<file path="config.mk">
export PLATFORM = sky130hd
export DESIGN_NAME = mod_n_counter_flat
export DESIGN_NICKNAME = d
export VERILOG_FILES = /design/src/rtl/mod_n_counter_if.sv /design/src/rtl/mod_n_counter.sv /design/src/flat_wrapper.sv
export SDC_FILE = /design/constraint.sdc
export NUM_CORES = 1
export LEC_CHECK = 0
export BUFFER_PORTS_ARGS = -buffer_cell sky130_fd_sc_hd__buf_2
export CORE_AREA = 8 8 45 47
export CTS_CLUSTER_DIAMETER = 30
export CTS_CLUSTER_SIZE = 10
export DETAILED_ROUTE_END_ITERATION = 12
export DIE_AREA = 0 0 53 55
export GPL_TIMING_DRIVEN = 0
export PLACE_DENSITY_LB_ADDON = 0.1
export RECOVER_POWER = 25
export SYNTH_ARGS = -nofsm -noshare
export SYNTH_HDL_FRONTEND = slang
export SYNTH_SLANG_ARGS = --single-unit
</file>
<file path="constraint.sdc">
create_clock -name clk -period 2.6 [get_ports clk]
set_input_delay 0.52 -clock clk [delete_from_list [all_inputs] [get_ports clk]]
set_output_delay 0.52 -clock clk [all_outputs]
set_load 0.1 [all_outputs]
</file>
<file path="src/rtl/mod_n_counter_if.sv">
// Bus for mod_n_counter: step controls in, count/tc/wrap out.
// load/din exist only when MOD_LOAD_EN is defined.
interface mod_n_counter_if #(
    parameter int WIDTH = 4
);
    logic             en;
    logic             up;
    logic [WIDTH-1:0] count;
    logic             tc;
    logic             wrap;
`ifdef MOD_LOAD_EN
    logic             load;
    logic [WIDTH-1:0] din;

    modport master (
        output en, up, load, din,
        input  count, tc, wrap
    );
    modport slave (
        input  en, up, load, din,
        output count, tc, wrap
    );
`else
    modport master (
        output en, up,
        input  count, tc, wrap
    );
    modport slave (
        input  en, up,
        output count, tc, wrap
    );
`endif
endinterface

</file>
<file path="src/rtl/mod_n_counter.sv">
// Up/down modulo-N counter with prescaler, cascadable tc and wrap pulse.
// Define MOD_LOAD_EN to add a synchronous load of din.
module mod_n_counter #(
    parameter int WIDTH    = 4,
    parameter int MODULUS  = 10,
    parameter int PRESCALE = 1
) (
    input  logic           clk,
    input  logic           clr,
    mod_n_counter_if.slave bus
);
    localparam logic [WIDTH-1:0] CNT_MAX = WIDTH'(MODULUS - 1);

    logic [WIDTH-1:0] count_q;
    logic [WIDTH-1:0] count_d;
    logic [WIDTH-1:0] ld_val;
    logic             ld;
    logic             step;
    logic             at_max;
    logic             at_zero;
    logic             tc;
    logic             wrap_q;

`ifdef MOD_LOAD_EN
    // Out-of-range load data saturates to the top of the sequence.
    assign ld     = bus.load;
    assign ld_val = ({1'b0, bus.din} >= (WIDTH+1)'(MODULUS))
                  ? CNT_MAX : bus.din;
`else
    assign ld     = 1'b0;
    assign ld_val = '0;
`endif

    generate
        if (PRESCALE > 1) begin : g_pre
            localparam int PW = $clog2(PRESCALE);
            localparam logic [PW-1:0] PRE_MAX = PW'(PRESCALE - 1);
            logic [PW-1:0] pre_q;

            always_ff @(posedge clk) begin
                if (clr || ld)
                    pre_q <= '0;
                else if (bus.en)
                    pre_q <= (pre_q == PRE_MAX) ? '0 : pre_q + PW'(1);
            end

            assign step = bus.en && (pre_q == PRE_MAX);
        end else begin : g_nopre
            assign step = bus.en;
        end
    endgenerate

    always_comb begin
        at_max  = (count_q == CNT_MAX);
        at_zero = (count_q == '0);
        tc      = step && !ld && (bus.up ? at_max : at_zero);
        count_d = count_q;
        if (ld)
            count_d = ld_val;
        else if (step && bus.up)
            count_d = at_max ? '0 : count_q + WIDTH'(1);
        else if (step)
            count_d = at_zero ? CNT_MAX : count_q - WIDTH'(1);
    end

    always_ff @(posedge clk) begin
        if (clr) begin
            count_q <= '0;
            wrap_q  <= 1'b0;
        end else begin
            count_q <= count_d;
            wrap_q  <= tc;
        end
    end

    assign bus.count = count_q;
    assign bus.tc    = tc;
    assign bus.wrap  = wrap_q;
endmodule

</file>
<file path="src/flat_wrapper.sv">
// flat-port wrapper written by rule: the top's interface ports become plain ports
module mod_n_counter_flat 
#(
    parameter int WIDTH    = 4,
    parameter int MODULUS  = 10,
    parameter int PRESCALE = 1
)
  (clk, clr, bus_en, bus_up, bus_count, bus_tc, bus_wrap);
  mod_n_counter_if #(.WIDTH(WIDTH)) bus_i ();
  input  logic clk;
  input  logic clr;
  input wire logic [$bits(bus_i.en)-1:0] bus_en;
  input wire logic [$bits(bus_i.up)-1:0] bus_up;
  output wire logic [$bits(bus_i.count)-1:0] bus_count;
  output wire logic [$bits(bus_i.tc)-1:0] bus_tc;
  output wire logic [$bits(bus_i.wrap)-1:0] bus_wrap;
  assign bus_i.en = bus_en;
  assign bus_i.up = bus_up;
  assign bus_count = bus_i.count;
  assign bus_tc = bus_i.tc;
  assign bus_wrap = bus_i.wrap;
  mod_n_counter #(.WIDTH(WIDTH), .MODULUS(MODULUS), .PRESCALE(PRESCALE)) u_core (.clk(clk), .clr(clr), .bus(bus_i));
endmodule
</file>
# After elaboration in Yosys (flattened, before gate mapping)

Index checks and enable logic that the tools add are counted.

Bits in registers: 5
Memories kept: 0
RAM bits: 0
Bits in latches: 0
Bits in read-only memories: 0
Bits of input ports: 4

Reductions and logical operators: 4
Equality and inequality tests: 1
Divide/modulo/power cells: 0
Mux-type cells: 5
Shift-type cells: 0
Bitwise logic cells: 0
$mul: 0
$add $sub $neg: 2
Magnitude comparators: 0

Operators with widths:

| kind                                                                | count |
|---|---|
| 4-bit two-way mux                                                   | 4 |
| 4-bit by 1-bit adder with 4-bit output (second input constant)      | 1 |
| 4-bit equality test (second input constant)                         | 1 |
| 4-bit zero test                                                     | 1 |
| 4-bit by 1-bit subtractor with 4-bit output (second input constant) | 1 |
| 1-bit logical AND                                                   | 2 |
| 2-bit nonzero test                                                  | 1 |
| 1-bit two-way mux                                                   | 1 |

# Logic depth before layout (Yosys ltp)

Depth in word-level cells: 4
Mapped depth: 4

# Worst setup path after synthesis

OpenSTA, ideal clock, no wires.

Kind: reg-to-output
Start: register u_core.count_q[3], in the netlist u_core.bus.count[3]
End: output port bus_tc
Data arrival time: 2.085 ns
Cell stages (with the launch flop): 3
Path slack: -0.005 ns
Path buffers: 0
Cell sequence: dfxtp_1 -> and3_2 -> o211a_1

Cells in the longest elaborated chain, start to end: 3

RTL lines:

| item                                                   | RTL line                                 | text |
|---|---|---|
| start: declaration                                     | mod_n_counter.sv:14                      | `logic [WIDTH-1:0] count_q;` |
| start signal: assignment                               | mod_n_counter.sv:71                      | `count_q <= count_d;` |
| 4-bit equality test or 4-bit zero test (tied branches) | mod_n_counter.sv:54, mod_n_counter.sv:55 |  |
| 1-bit two-way mux *                                    | mod_n_counter.sv:56                      | `tc = step && !ld && (bus.up ? at_max : at_zero);` |
| 1-bit logical AND *                                    | mod_n_counter.sv:56                      |  |
| end: declaration                                       | flat_wrapper.sv:15                       | `output wire logic [$bits(bus_i.tc)-1:0] bus_tc;` |

Every way passes the cells marked *; elsewhere a longest branch is shown, timed or not.

# Worst setup path after layout

Start: register u_core.count_q[0], in the netlist u_core.bus.count[0]
End: output port bus_tc

The elaborated chain is that of the path after synthesis.

==> impl_metrics.toml <==
[outcome]
status = "completed"

[synth]
synth_edf_count = 0
avgSynthCellArea_sq_um = 8.58
syn_nets = 39
yosysMostFrequentCell = "dfxtp_1"
syn-cell-area_sq_um = 300
ys_seq_area_frac = 0.333
ys_ff_latch = 5
ys_top_cells_by_count = "dfxtp_1, nor2_1"
ys_top_cells_by_area = "dfxtp_1, xnor2_1, and3_2, nor2b_1, buf_6"
async_flop_share = 0
synthFlopType = "dfxtp_1"
yosysTopAreaCellShare = 0.333
yosys.area.top_type = "dfxtp_1"
yosysWarnings = 0
synthCells = 35
synth_cell_types = 24

[timing]
slew_headroom = 0.676
finalSetupTns_ns = 0
period_needed_ns = 2.00
fin_crit_sh = 0.770
finalSetupViolations = 0
hold_violations = 0
fmax_ghz = 0.499
rsz0062_at_grt = "no"
fin_ws_ns = 0.597
clock_skew_ns = 0.00139
drv_slew = 0
worst_pin_slew_ns = 0.489

[clock_network]
cts.path.max_buffers = 2
htreeDepth = 1
cts_sinks = 5
cts_hold_buf = 0
cts_buffers = 3
post_cts_buffers = 0
cts_resized = 0
cts-root-buf = "clkbuf_4"
insertion_delay_ns = 0.24
clkTransAtPathRegs_ns = 0.05
cts_tree = "done"

[floorplanning]
row_count = 14
fp.dieW_microns = 53
io_pins = 10
fp.dieArea_sq_um = 2920
die_h_microns = 55
coreArea_sq_um = 1380
initial_utilization = 0.217

[layout]
antenna_cells = 0
area_growth_syn_to_layout_pct = 29.2
final_core_util = 0.280
nFillCells = 155
final_nets = 52
drive_above_1_share = 0.340

[grt]
grt_pass1_wl_microns = 1240
antenna_found_initial = 0
first_global_vias = 274
grt_max_degree = 10
gr-total-overflow = 0
grt_use_total = 0.0644

[critical_path]
crit_arrival_ns = 1.48
cp.required_ns = 2.08
critPathCaptureType = "output pin"
path_max_fanout = 9
crit_type = "register to output pin"
setup.worst_path.start_class = "register"

[drt]
wl_per_cell_microns = 12.1
postRouteAntennaNets = 0
routed_wl_microns = 761
dr.pass1.iters = 2
drt_iter0_drc = 4
vias = 296
drc_errors = 0
viasPerCell = 4.70

[power_and_ir_drop]
peakVddDrop_mv = 0.156
cellPowerDensity_nw_per_um2 = 706
p_leak_nw = 0.173

[place]
dp_slack_ns = 0.639
routabilityCongestion = 0.723
dp_hpwl_microns = 567
port_buffers = 8

[job]
drv_cap = 0

[worst_hold_path]
hold_class = "input port to register"
layout make-up:
class	instances	area, sq um	share of cell area
Buffer	2	15.0	0.0387
Inverter	2	7.51	0.0194
Clock buffer	4	26.3	0.0677
Timing Repair Buffer	8	40.0	0.103
Sequential cell	5	101	0.261
Multi-Input combinational cell	26	178	0.458
Tap cell	16	20.0	0.0516
final timing paths:
check,endpoint,slack [ns],from,depth (start not counted)
max,bus_tc,0.60,u_core.bus.count[0],4
min,u_core.bus.count[0],0.53,clr,2
max reg2reg,u_core.bus.count[3],1.18,u_core.bus.count[0],4
min reg2reg,u_core.bus.count[3],0.55,u_core.bus.count[3],2
layer usage:
layer / global-route usage / up-vias / wire length [microns]
met5: 0 / - / 0
met2: 0.0938 / 7 / 343
met4: 0.103 / 0 / 51
met3: 0.0214 / 4 / 39
li1: - / 152 / -
met1: 0.0577 / 133 / 326
sequential cells by signal (all words and copies together) (netlist names):
name              flops
u_core.bus.count      4
u_core.bus.wrap       1
report_power, final:
group          internal, mW  total [mW]  switching (mW)
combinational        0.0224      0.0927          0.0703
clock                0.0582      0.0920          0.0339
sequential           0.0826      0.0890         0.00647
total                 0.163       0.274           0.111
worst max-delay path: stages, from the launching register on:
cell     delay [ns]
dfxtp_1        0.34
buf_6          0.14
and3_2         0.17
o211a_1        0.16
buf_2          0.42
cells by family (layout without fill, tap and decap cells):
group | after synthesis | after routing | share of synthesized area
flip-flops | 5 | 5 | 0.333
AO/OA/AOI/OAI | 10 | 10 | 0.254
AND/OR/NAND/NOR | 13 | 13 | 0.250
XOR/XNOR | 3 | 3 | 0.0875
buffers and inverters | 4 | 16 | 0.0750
through the flow:
stage               instance area (sq um)  hold slack, ns  total power [mW]  std cells
finish                                388           0.534             0.274         63
global route                          388           0.527             0.294         63
CTS                                   388           0.525             0.279         63
detailed placement                    362           0.545             0.184         59
global placement                      362           0.535             0.183         59
floorplan                             302           0.592             0.167         35
placed cells by master, fill, tap and decap left out, drive strengths merged:
cell	n
nor3	2
nand2	1
o21ai	1
a21oi	1
nor2	3
or4	1
a211o	1
or3b	1
o211ai	1
o21a	1
o211a	1
dfxtp	5
clkbuf	5
o2bb2ai	1
xnor2	2
and3	2
nand4	1
o31ai	1
a311oi	1
buf	9
xor2	1
nor2b	2
a21boi	1
inv	2
(Power assumes the default switching activity.)
